<file path="src/rtl/cpu_pkg.sv">
// Shared definitions for the 4-bit CPU: data/PC widths, operand selector
// codes and the load-enable vector used by the decoder and the register bank.
package cpu_pkg;

  localparam int WIDTH    = 4;
  localparam int PC_WIDTH = 4;

  // Operand data selector codes
  localparam logic [1:0] SEL_A    = 2'b00;
  localparam logic [1:0] SEL_B    = 2'b01;
  localparam logic [1:0] SEL_IN   = 2'b10;
  localparam logic [1:0] SEL_ZERO = 2'b11;

  // Load-enable vector, bit order {load_pc, load_out, load_b, load_a}
  typedef logic [3:0] load_vec_t;

  localparam int LD_A   = 0;
  localparam int LD_B   = 1;
  localparam int LD_OUT = 2;
  localparam int LD_PC  = 3;

  // True when more than one destination is enabled at once
  function automatic logic multi_load(input load_vec_t v);
    int unsigned n;
    n = 0;
    for (int i = 0; i < 4; i++) begin
      n = n + int'(v[i]);
    end
    return (n > 1);
  endfunction

endpackage

</file>
<file path="src/rtl/register_bank_program_counter.sv">
// Program counter: holds unless stepped; on a step either jumps to the
// supplied value or increments, wrapping silently at 2^PC_WIDTH.
module program_counter #(
  parameter int                  PC_WIDTH = 4,
  parameter logic [PC_WIDTH-1:0] PC_RESET = '0
) (
  input  logic                clk,
  input  logic                reset,
  input  logic                step_en,
  input  logic                load,
  input  logic [PC_WIDTH-1:0] load_value,
  output logic [PC_WIDTH-1:0] pc
);

  logic [PC_WIDTH-1:0] pc_reg;
  logic [PC_WIDTH-1:0] pc_next;

  // Next address: jump target or natural wrap-around increment
  always_comb begin
    pc_next = pc_reg + PC_WIDTH'(1);
    if (load) begin
      pc_next = load_value;
    end
  end

  // Address register, advances only on an instruction edge
  always_ff @(posedge clk) begin
    if (reset) begin
      pc_reg <= PC_RESET;
    end else if (step_en) begin
      pc_reg <= pc_next;
    end
  end

  assign pc = pc_reg;

endmodule

</file>
<file path="src/rtl/register_bank.sv">
// Architectural state of the 4-bit CPU: A, B, OUT, PC and carry flag.
// All state advances only on step_en; outputs come straight from flops.
module register_bank #(
  parameter int                  WIDTH    = cpu_pkg::WIDTH,
  parameter int                  PC_WIDTH = cpu_pkg::PC_WIDTH,
  parameter logic [PC_WIDTH-1:0] PC_RESET = '0
) (
  input  logic                clk,
  input  logic                reset,
  input  logic                step_en,
  input  logic [WIDTH-1:0]    alu_sum,
  input  logic                alu_carry,
  input  logic                load_a,
  input  logic                load_b,
  input  logic                load_out,
  input  logic                load_pc,
  output logic [WIDTH-1:0]    reg_a,
  output logic [WIDTH-1:0]    reg_b,
  output logic [WIDTH-1:0]    out_port,
  output logic [PC_WIDTH-1:0] pc,
  output logic                carry_flag,
  output logic                load_conflict
);

  import cpu_pkg::*;

  load_vec_t        loads;
  logic [WIDTH-1:0] data_reg [3];
  logic             carry_reg;
  logic             conflict_reg;

  assign loads = {load_pc, load_out, load_b, load_a};

  // A, B and OUT share identical load behaviour, indexed by their enable bit
  genvar gi;
  generate
    for (gi = 0; gi < 3; gi++) begin : g_data
      // Data register: written with alu_sum when stepped and enabled
      always_ff @(posedge clk) begin
        if (reset) begin
          data_reg[gi] <= '0;
        end else if (step_en && loads[gi]) begin
          data_reg[gi] <= alu_sum;
        end
      end
    end
  endgenerate

  // Carry is captured on every step, whatever the destination
  always_ff @(posedge clk) begin
    if (reset) begin
      carry_reg <= 1'b0;
    end else if (step_en) begin
      carry_reg <= alu_carry;
    end
  end

  // Sticky flag for decoder faults where several enables fire together
  always_ff @(posedge clk) begin
    if (reset) begin
      conflict_reg <= 1'b0;
    end else if (step_en && multi_load(loads)) begin
      conflict_reg <= 1'b1;
    end
  end

  program_counter #(
    .PC_WIDTH (PC_WIDTH),
    .PC_RESET (PC_RESET)
  ) u_pc (
    .clk        (clk),
    .reset      (reset),
    .step_en    (step_en),
    .load       (loads[LD_PC]),
    .load_value (alu_sum[PC_WIDTH-1:0]),
    .pc         (pc)
  );

  assign reg_a         = data_reg[LD_A];
  assign reg_b         = data_reg[LD_B];
  assign out_port      = data_reg[LD_OUT];
  assign carry_flag    = carry_reg;
  assign load_conflict = conflict_reg;

endmodule

</file>
<file path="config.mk">
export PLATFORM = sky130hd
export DESIGN_NAME = register_bank
export DESIGN_NICKNAME = d
export VERILOG_FILES = /design/src/rtl/cpu_pkg.sv /design/src/rtl/register_bank_program_counter.sv /design/src/rtl/register_bank.sv
export SDC_FILE = /design/constraint.sdc
export NUM_CORES = 1
export LEC_CHECK = 0
export BUFFER_PORTS_ARGS = -buffer_cell sky130_fd_sc_hd__buf_4
export CORE_ASPECT_RATIO = 0.8
export CORE_MARGIN = 2
export CORE_UTILIZATION = 43
export DETAILED_ROUTE_END_ITERATION = 10
export MAX_ROUTING_LAYER = met4
export PLACE_DENSITY = 0.72
export SLEW_MARGIN = 20
export SYNTH_ARGS = -nofsm -noshare
export SYNTH_HDL_FRONTEND = slang
export SYNTH_SLANG_ARGS = --single-unit
</file>
<file path="constraint.sdc">
create_clock -name clk -period 2.7 [get_ports clk]
set_clock_uncertainty 0.2 [all_clocks]
set_input_delay 0.27 -clock clk [delete_from_list [all_inputs] [get_ports clk]]
set_output_delay 0.27 -clock clk [all_outputs]
set_load 0.1 [all_outputs]
</file>
==> results of run 1 <==
-- cells by family after synthesis --
| group | Yosys count | synth area share, % |
|---|---|---|
| AOI/OAI and AO/OA | 10 | 9.06 |
| and+or+nand+nor | 29 | 20.2 |
| muxes | 2 | 2.54 |
| DFF | 18 | 61.1 |
| buffers and inverters | 4 | 3.02 |
| adders and majority gates | 2 | 4.13 |
-- power by group --
part | internal [mW] | switching (mW)
Sequential | 0.316 | 0.00943
Clock | 0.0538 | 0.0798
Combinational | 0.0528 | 0.193
Total | 0.422 | 0.282
-- final cells by class --
class / count / area [um^2]
timing repair buffer: 30 / 228
clock inverter: 1 / 3.75
sequential: 18 / 480
inverter: 1 / 3.75
multi-input combinational: 43 / 283
fill: 152 / 627
tap: 22 / 27.5
clock buffer: 3 / 22.5
-- worst min-delay path: cells and delay by family --
kind	cells	cell delay (ns)
and+or+nand+nor	1	0.07
buffers and inverters	1	0.08
muxes	1	0.05
-- repair_timing --
| action | 4_1_cts | 5_1_grt |
|---|---|---|
| gates resized for setup | 0 | 0 |
| hold endpoints to repair | 5 | 0 |
| hold buffers | 1 | 0 |
| setup buffers | 0 | 0 |
-- cells in the mapped netlist --
library cell and count:
a211oi_1 1, a21o_1 1, a21oi_1 2, a22o_2 1, a311oi_1 1, a31oi_1 2, a32o_1 1, and3_1 12
buf_2 1, buf_6 1, clkbuf_1 1, dfxtp_1 6, edfxtp_1 12, fa_1 1, ha_1 1, inv_1 1
mux2i_1 2, nand2_1 7, nand3_1 1, nand3b_1 1, nor2_1 4, nor2b_1 2, o21ai_0 1, or2b_1 1
or4b_1 1
-- worst max-delay path by stage --
stage	from	to	cells past startpoint
final	reset	data_reg[2][0]	4
after global routing	reset	data_reg[1][1]	4
after CTS	reset	data_reg[2][2]	4
after detailed placement	step_en	data_reg[2][1]	3
after global placement	load_a	load_conflict	5
after floorplan	u_pc.pc[0]	u_pc.pc[3]	3
-- per-layer routing --
metal / share of wire (%) / vias to the layer above / GRT usage (%)
met1: 48 / 267 / 22.2
met2: 43 / 28 / 19.2
met5: 0 / - / -
met4: 0.96 / 0 / 6.32
li1: - / 304 / -
met3: 7.2 / 2 / 6.43
==> results.json, run 1 <==
{
  "ys_ff_latch": 18,
  "crit_slowest_cell": "dlygate4sd3_1",
  "synth_largest_area_cell": "edfxtp_1",
  "cts_tree": "built",
  "setup_slack_ns": 0.922,
  "grt_pass1_vias": 487,
  "finalMaxSlewViolations": 0,
  "post_drt_wl_per_cell_um": 13.2,
  "drv_cap": 0,
  "ir_drop_mv": 0.467,
  "core_um2": 1680,
  "die_h_um": 42.3,
  "diodes": 0,
  "grt_usage_pct": 15.6,
  "post-route-drc-count": 0,
  "portBuffers": 29,
  "io_pins": 30,
  "crit_path_start_kind": "primary input",
  "rsz0062_at_grt": "false",
  "utilization_pct": 62.6,
  "insertion_delay_ns": 0.29,
  "clock_path_buffers": 2,
  "slew_headroom_pct": 56.9,
  "fin_nets": 111,
  "whs_endpoint": "carry_flag",
  "placed_cell_area_um2": 1010,
  "cp_num_buf_inv": 2,
  "area_delta_synth_final_pct": 33.2,
  "largest_reg_flops": 12,
  "mostFrequentLayoutCells": "buf_4, and3_1, edfxtp_1",
  "synth_area_um2": 787,
  "critical-path-top-delay-family": "simple AND/OR/NAND/NOR gates",
  "crit_arrival_ns": 1.74,
  "drt_iter0_markers": 16,
  "yosysWarnings": 0,
  "grt_max_degree": 15,
  "r2r_slack_ns": 1.31,
  "cp-end-kind": "register",
  "status": "complete, no violations",
  "max_freq_ghz": 0.562,
  "antenna_found_initial": 0,
  "final_cells": 118,
  "min_from": "alu_carry",
  "numCtsBuffers": 3,
  "routed_wl_um": 1560,
  "rr_worst_depth": 3,
  "tightest_slew_ns": 0.645,
  "path_class": "in2reg",
  "setup_tns_ns": 0,
  "dieWidth_um": 51.8,
  "max_stage_delay_ns": 0.53,
  "setup_viol": 0,
  "place_congestion": 0.718,
  "htreeDepth": 1,
  "power_density_nw_per_um2": 672,
  "dieArea_um2": 2190,
  "crit_chain": "dlygate4sd3_1 > buf_4 > nor2b_1 > and3_1",
  "yosys-top-cells-area": "edfxtp_1, dfxtp_1, and3_1, nand2_1, fa_1",
  "syn-mean-instance-area_um2": 12.1,
  "clk_pin_slew_ns": 0.10,
  "fin_crit_ns": 1.78,
  "synth.distinct_cells": 25,
  "min_path_cells": 3,
  "hpwlAfterDp_um": 1110,
  "p_total_mw": 0.704,
  "via_per_inst": 5.09,
  "vias": 601,
  "clock_sinks": 18,
  "crit_required_ns": 2.67,
  "grt_overflow_total": 0,
  "holdWs_ns": 0.00381,
  "netlist_instances": 65,
  "timing_hold_violations_final": 0,
  "dr.pass1.iters": 4,
  "drive_above_1_share_pct": 34.4,
  "fin_area_um2": 1050,
  "grt_first_pass_wirelength_um": 2340,
  "reg2reg_from": "u_pc.pc[0]",
  "syn-num-nets": 79,
  "clockRootBuffer": "clkbuf_4",
  "ys_seq_area_share_pct": 61.0,
  "place_inst": 113,
  "hold_class": "in2reg",
  "cp_max_fo": 13,
  "synth_top_area_share_pct": 45.8,
  "ant_nets": 0,
  "post-place-ws_ns": 1.15,
  "timing.rr.end": "u_pc.pc[3]",
  "power_leakage_nw": 0.495,
  "final_common_cell": "buf_4",
  "rows": 13,
  "fin_crit_sh_pct": 65.8,
  "start_util_pct": 47.0
}
Note: power is estimated with default switching activity, not from simulation.
==> run 2: changes to the inputs <==
Settings changed: ABC_AREA set to 1.
Clock period 2.7 ns to 1.82 ns, I/O delays scaled along.
==> run 2 against run 1 <==
Effect of this change:
- clock power rose by 51%
- area after synthesis fell by 1.9%
- via count rose by 13%
- first-iteration DRC count rose by 6.3%
- wire length rose by 8.2%
- final area rose by 4.8%
- sequential share of layout area fell by 1.9 points
- combinational power rose by 54%
- largest cell class unchanged
==> results.json, run 2 <==
{
  "crit_arrival_ns": 1.34,
  "cp_max_fo": 10,
  "io_pins": 30,
  "min_path_cells": 3,
  "final_cells": 138,
  "max_stage_delay_ns": 0.53,
  "synth.distinct_cells": 18,
  "via_per_inst": 4.91,
  "fin_area_um2": 1100,
  "fin_crit_ns": 1.55,
  "place_inst": 128,
  "rows": 13,
  "p_total_mw": 1.07,
  "clock_sinks": 18,
  "synth_top_area_share_pct": 46.7,
  "r2r_slack_ns": 0.54,
  "die_h_um": 41.9,
  "grt_usage_pct": 18.5,
  "crit_chain": "dlygate4sd3_1 > buf_4 > clkinv_1 > nand2_1",
  "reg2reg_from": "u_pc.pc[0]",
  "grt_first_pass_wirelength_um": 2910,
  "hold_class": "in2reg",
  "post_cts_buffers": 0,
  "mostFrequentLayoutCells": "buf_4, nor2_1, edfxtp_1",
  "slew_headroom_pct": 80.6,
  "final_common_cell": "buf_4",
  "drt_iter0_markers": 17,
  "cts_tree": "built",
  "hpwlAfterDp_um": 1210,
  "power_density_nw_per_um2": 970,
  "numCtsBuffers": 3,
  "synth.most_common_cell": "nor2_1",
  "diodes": 0,
  "clockRootBuffer": "clkbuf_4",
  "setup_tns_ns": 0,
  "drv_cap": 0,
  "start_util_pct": 46.5,
  "ys_seq_area_share_pct": 62.2,
  "antenna_found_initial": 0,
  "insertion_delay_ns": 0.29,
  "timing.rr.end": "u_pc.pc[1]",
  "utilization_pct": 66.2,
  "fillers": 152,
  "yosysWarnings": 0,
  "crit_slowest_cell": "dlygate4sd3_1",
  "crit_required_ns": 1.61,
  "syn-mean-instance-area_um2": 9.90,
  "place_congestion": 0.780,
  "whs_endpoint": "u_pc.pc[2]",
  "tightest_slew_ns": 0.289,
  "fin_crit_sh_pct": 85.2,
  "cp-end-kind": "register",
  "grt_max_degree": 14,
  "syn-num-nets": 92,
  "grt_overflow_total": 0,
  "netlist_instances": 78,
  "clock_path_buffers": 2,
  "status": "complete, no violations",
  "ys_top_cells_by_count": "nor2_1, edfxtp_1, nand2_1, a21oi_1",
  "core_um2": 1660,
  "dr.pass1.iters": 4,
  "placed_cell_area_um2": 1010,
  "ys_ff_latch": 18,
  "synth_edf_count": 12,
  "grt_pass1_vias": 610,
  "finalMaxSlewViolations": 0,
  "synth_area_um2": 772,
  "vias": 677,
  "crit_path_start_kind": "primary input",
  "setup_slack_ns": 0.269,
  "multi_input_area_um2": 250,
  "fin_nets": 131,
  "ir_drop_mv": 0.472,
  "holdWs_ns": 0.00293,
  "synth_largest_area_cell": "edfxtp_1",
  "ant_nets": 0,
  "power_leakage_nw": 0.499,
  "routed_wl_um": 1690,
  "timing_hold_violations_final": 0,
  "path_class": "in2reg",
  "regArea_um2": 483,
  "max_freq_ghz": 0.645,
  "post-route-drc-count": 0,
  "min_from": "load_pc",
  "htreeDepth": 1,
  "synth_ff_type": "edfxtp_1",
  "portBuffers": 29,
  "dieArea_um2": 2150,
  "yosys-top-cells-area": "edfxtp_1, dfxtp_1, nor2_1, a21oi_1, nand2_1",
  "setup_viol": 0,
  "area_delta_synth_final_pct": 42.3,
  "largest_reg_flops": 12,
  "post_drt_wl_per_cell_um": 12.2,
  "clk_pin_slew_ns": 0.11,
  "rsz0062_at_grt": "false",
  "dieWidth_um": 51.4,
  "drive_above_1_share_pct": 31.9,
  "postSynth.asyncResetShare_pct": 0,
  "post-place-ws_ns": 0.494,
  "rr_worst_depth": 5
}
run 2: repair_timing:
action                                 4_1_cts  5_1_grt
hold buffers                                 6        0
endpoints found under the hold margin        5        0
gates resized for setup                      0        0
run 2: metal layers:
layer	up-vias	track usage [%]	wire length, um
met4	0	7.89	12
met1	306	25.8	731
met2	32	25.9	792
met3	2	4.32	151
li1	337	-	-
met5	-	-	0
run 2: logic make-up after synthesis:
family,Yosys count,share of synthesized area [%]
adder cells (fa/ha/maj),2,4.21
AND/OR/NAND/NOR,34,18.5
buffers and inverters,10,5.35
flip-flops,18,62.2
AO/OA/AOI/OAI,14,9.72
run 2: worst max-delay path, delay by kind of cell:
family | cells | cell delay, ns
and+or+nand+nor | 1 | 0.27
buffers and inverters | 3 | 0.89
run 2: where the power goes:
| group | switching (mW) | leakage [nW] | internal [mW] |
|---|---|---|---|
| sequential | 0.0166 | 0.172 | 0.469 |
| clock | 0.123 | 0.0154 | 0.0796 |
| combinational | 0.296 | 0.312 | 0.0816 |
| total | 0.435 | 0.499 | 0.631 |
run 2: worst max-delay path by stage:
stage | startpoint | endpoint | slack, ns
after detailed placement | load_a | load_conflict | 0.49
final | reset | data_reg[2][2] | 0.27
after global routing | reset | data_reg[2][3] | 0.23
after CTS | reset | data_reg[2][0] | 0.30
after global placement | load_a | load_conflict | 0.51
after floorplan | u_pc.pc[2] | u_pc.pc[3] | 0.12
run 2: cell type report:
type / count / area share, %
sequential: 18 / 44.0
timing repair buffer: 35 / 25.3
multi-input combinational: 50 / 22.8
inverter: 9 / 3.08
tap: 22 / 2.51
clock buffer: 3 / 2.05
clock inverter: 1 / 0.342
==> run 3: changes to the inputs <==
Settings changed: CORE_UTILIZATION 43 to 29, PLACE_DENSITY 0.72 to unset.
==> run 3 against run 2 <==
Effect of this change:
- wire length is 2.8% higher
- largest power group unchanged
- power shrank 0.17%
- hold slack better by 0.019 ns
- critical path type unchanged
- sequential share of layout area shrank 0.69 points
==> results.json, run 3 (same netlist as run 2, synthesis figures left out) <==
{
  "status": "complete, no violations",
  "die_h_um": 50.1,
  "numCtsBuffers": 3,
  "cp-end-kind": "register",
  "final_common_cell": "buf_4",
  "fillers": 273,
  "post-route-drc-count": 0,
  "hold_class": "in2reg",
  "final_cells": 152,
  "grt_max_degree": 14,
  "htreeDepth": 1,
  "setup_viol": 0,
  "setup_tns_ns": 0,
  "core_um2": 2480,
  "dieWidth_um": 61.7,
  "tightest_slew_ns": 0.278,
  "rsz0062_at_grt": "false",
  "grt_overflow_total": 0,
  "antenna_found_initial": 0,
  "post_cts_resized": 0,
  "insertion_delay_ns": 0.29,
  "ir_drop_mv": 0.483,
  "diodes": 0,
  "mostFrequentLayoutCells": "buf_4, nor2_1, edfxtp_1",
  "drive_above_1_share_pct": 31.9,
  "routed_wl_um": 1740,
  "grt_pass1_vias": 610,
  "crit_path_start_kind": "primary input",
  "area_delta_synth_final_pct": 44.6,
  "timing_hold_violations_final": 0,
  "path_class": "in2reg",
  "crit_required_ns": 1.61,
  "max_freq_ghz": 0.651,
  "largest_reg_flops": 12,
  "post_drt_wl_per_cell_um": 11.4,
  "clk_pin_slew_ns": 0.10,
  "dr.pass1.iters": 5,
  "vias": 679,
  "power_density_nw_per_um2": 954,
  "drt_iter0_markers": 13,
  "ant_nets": 0,
  "cts_tree": "built",
  "place_congestion": 0.795,
  "finalMaxSlewViolations": 0,
  "place_inst": 142,
  "fin_crit_ns": 1.54,
  "portBuffers": 29,
  "grt_usage_pct": 13.1,
  "rows": 16,
  "grt_first_pass_wirelength_um": 2900,
  "io_pins": 30,
  "hpwlAfterDp_um": 1280,
  "via_per_inst": 4.47,
  "start_util_pct": 31.1,
  "crit_arrival_ns": 1.33,
  "dieArea_um2": 3090,
  "power_leakage_nw": 0.499,
  "fin_crit_sh_pct": 84.4,
  "clockRootBuffer": "clkbuf_4",
  "cp_max_fo": 10,
  "fin_nets": 131,
  "clock_path_buffers": 2,
  "clock_sinks": 18,
  "slew_headroom_pct": 81.4,
  "drv_cap": 0
}
==> run 3: cell counts in the layout (fill, tap and decap cells not counted) <==
No cell type changed its count.
==> run 3: report_power, final <==
part	total, mW	internal (mW)	switching (mW)	leakage (nW)
clock network	0.201	0.0798	0.121	0.0154
logic	0.378	0.0816	0.296	0.312
registers	0.485	0.469	0.0161	0.172
total	1.06	0.631	0.433	0.499
==> run 3: worst paths after layout <==
path / start / to / slack (ns) / depth (start not counted)
max: reset / data_reg[0][2] / 0.28 / 4
min: load_pc / u_pc.pc[2] / 0.02 / 3
max reg2reg: u_pc.pc[0] / u_pc.pc[1] / 0.53 / 5
min reg2reg: carry_flag / carry_flag / 0.32 / 2
==> run 3: critical path, stage by stage <==
cell and delay [ns]:
dlygate4sd3_1 0.53, buf_4 0.11, clkinv_1 0.24, nand2_1 0.27
==> run 3: metal layers <==
| metal | wire [um] | global-route usage (%) | part of all wire (%) |
|---|---|---|---|
| met2 | 769 | 17.5 | 44 |
| met5 | 0 | - | 0 |
| met4 | 10 | 2.13 | 0.58 |
| met1 | 805 | 18.8 | 46 |
| met3 | 150 | 5.41 | 8.6 |
==> run 3: metrics by stage <==
stage	total power, mW	worst slack (ns)	utilization [%]	hold slack [ns]	area, um^2
floorplan	0.776	0.119	-	0.0511	774
global placement	0.860	0.518	41.5	0.163	1030
detailed placement	0.863	0.489	41.5	0.163	1030
CTS	1.07	0.304	45.0	0.0130	1120
global route	1.12	0.230	45.0	0.0173	1120
finish	1.06	0.283	45.0	0.0223	1120
==> run 3: repair_timing <==
action                    in CTS  in global routing
hold buffers                   6                  0
buffers inserted               0                  0
hold endpoints to repair       5                  0
==> run 3: cell type report <==
cell class	instances	area [um^2]	share of cell area (%)
clock inverters	1	3.75	0.336
inverters	9	33.8	3.03
repair buffers	35	278	24.9
clock buffers	3	22.5	2.02
well taps	36	45.0	4.04
multi-input cells	50	250	22.4
flip-flops and latches	18	483	43.3
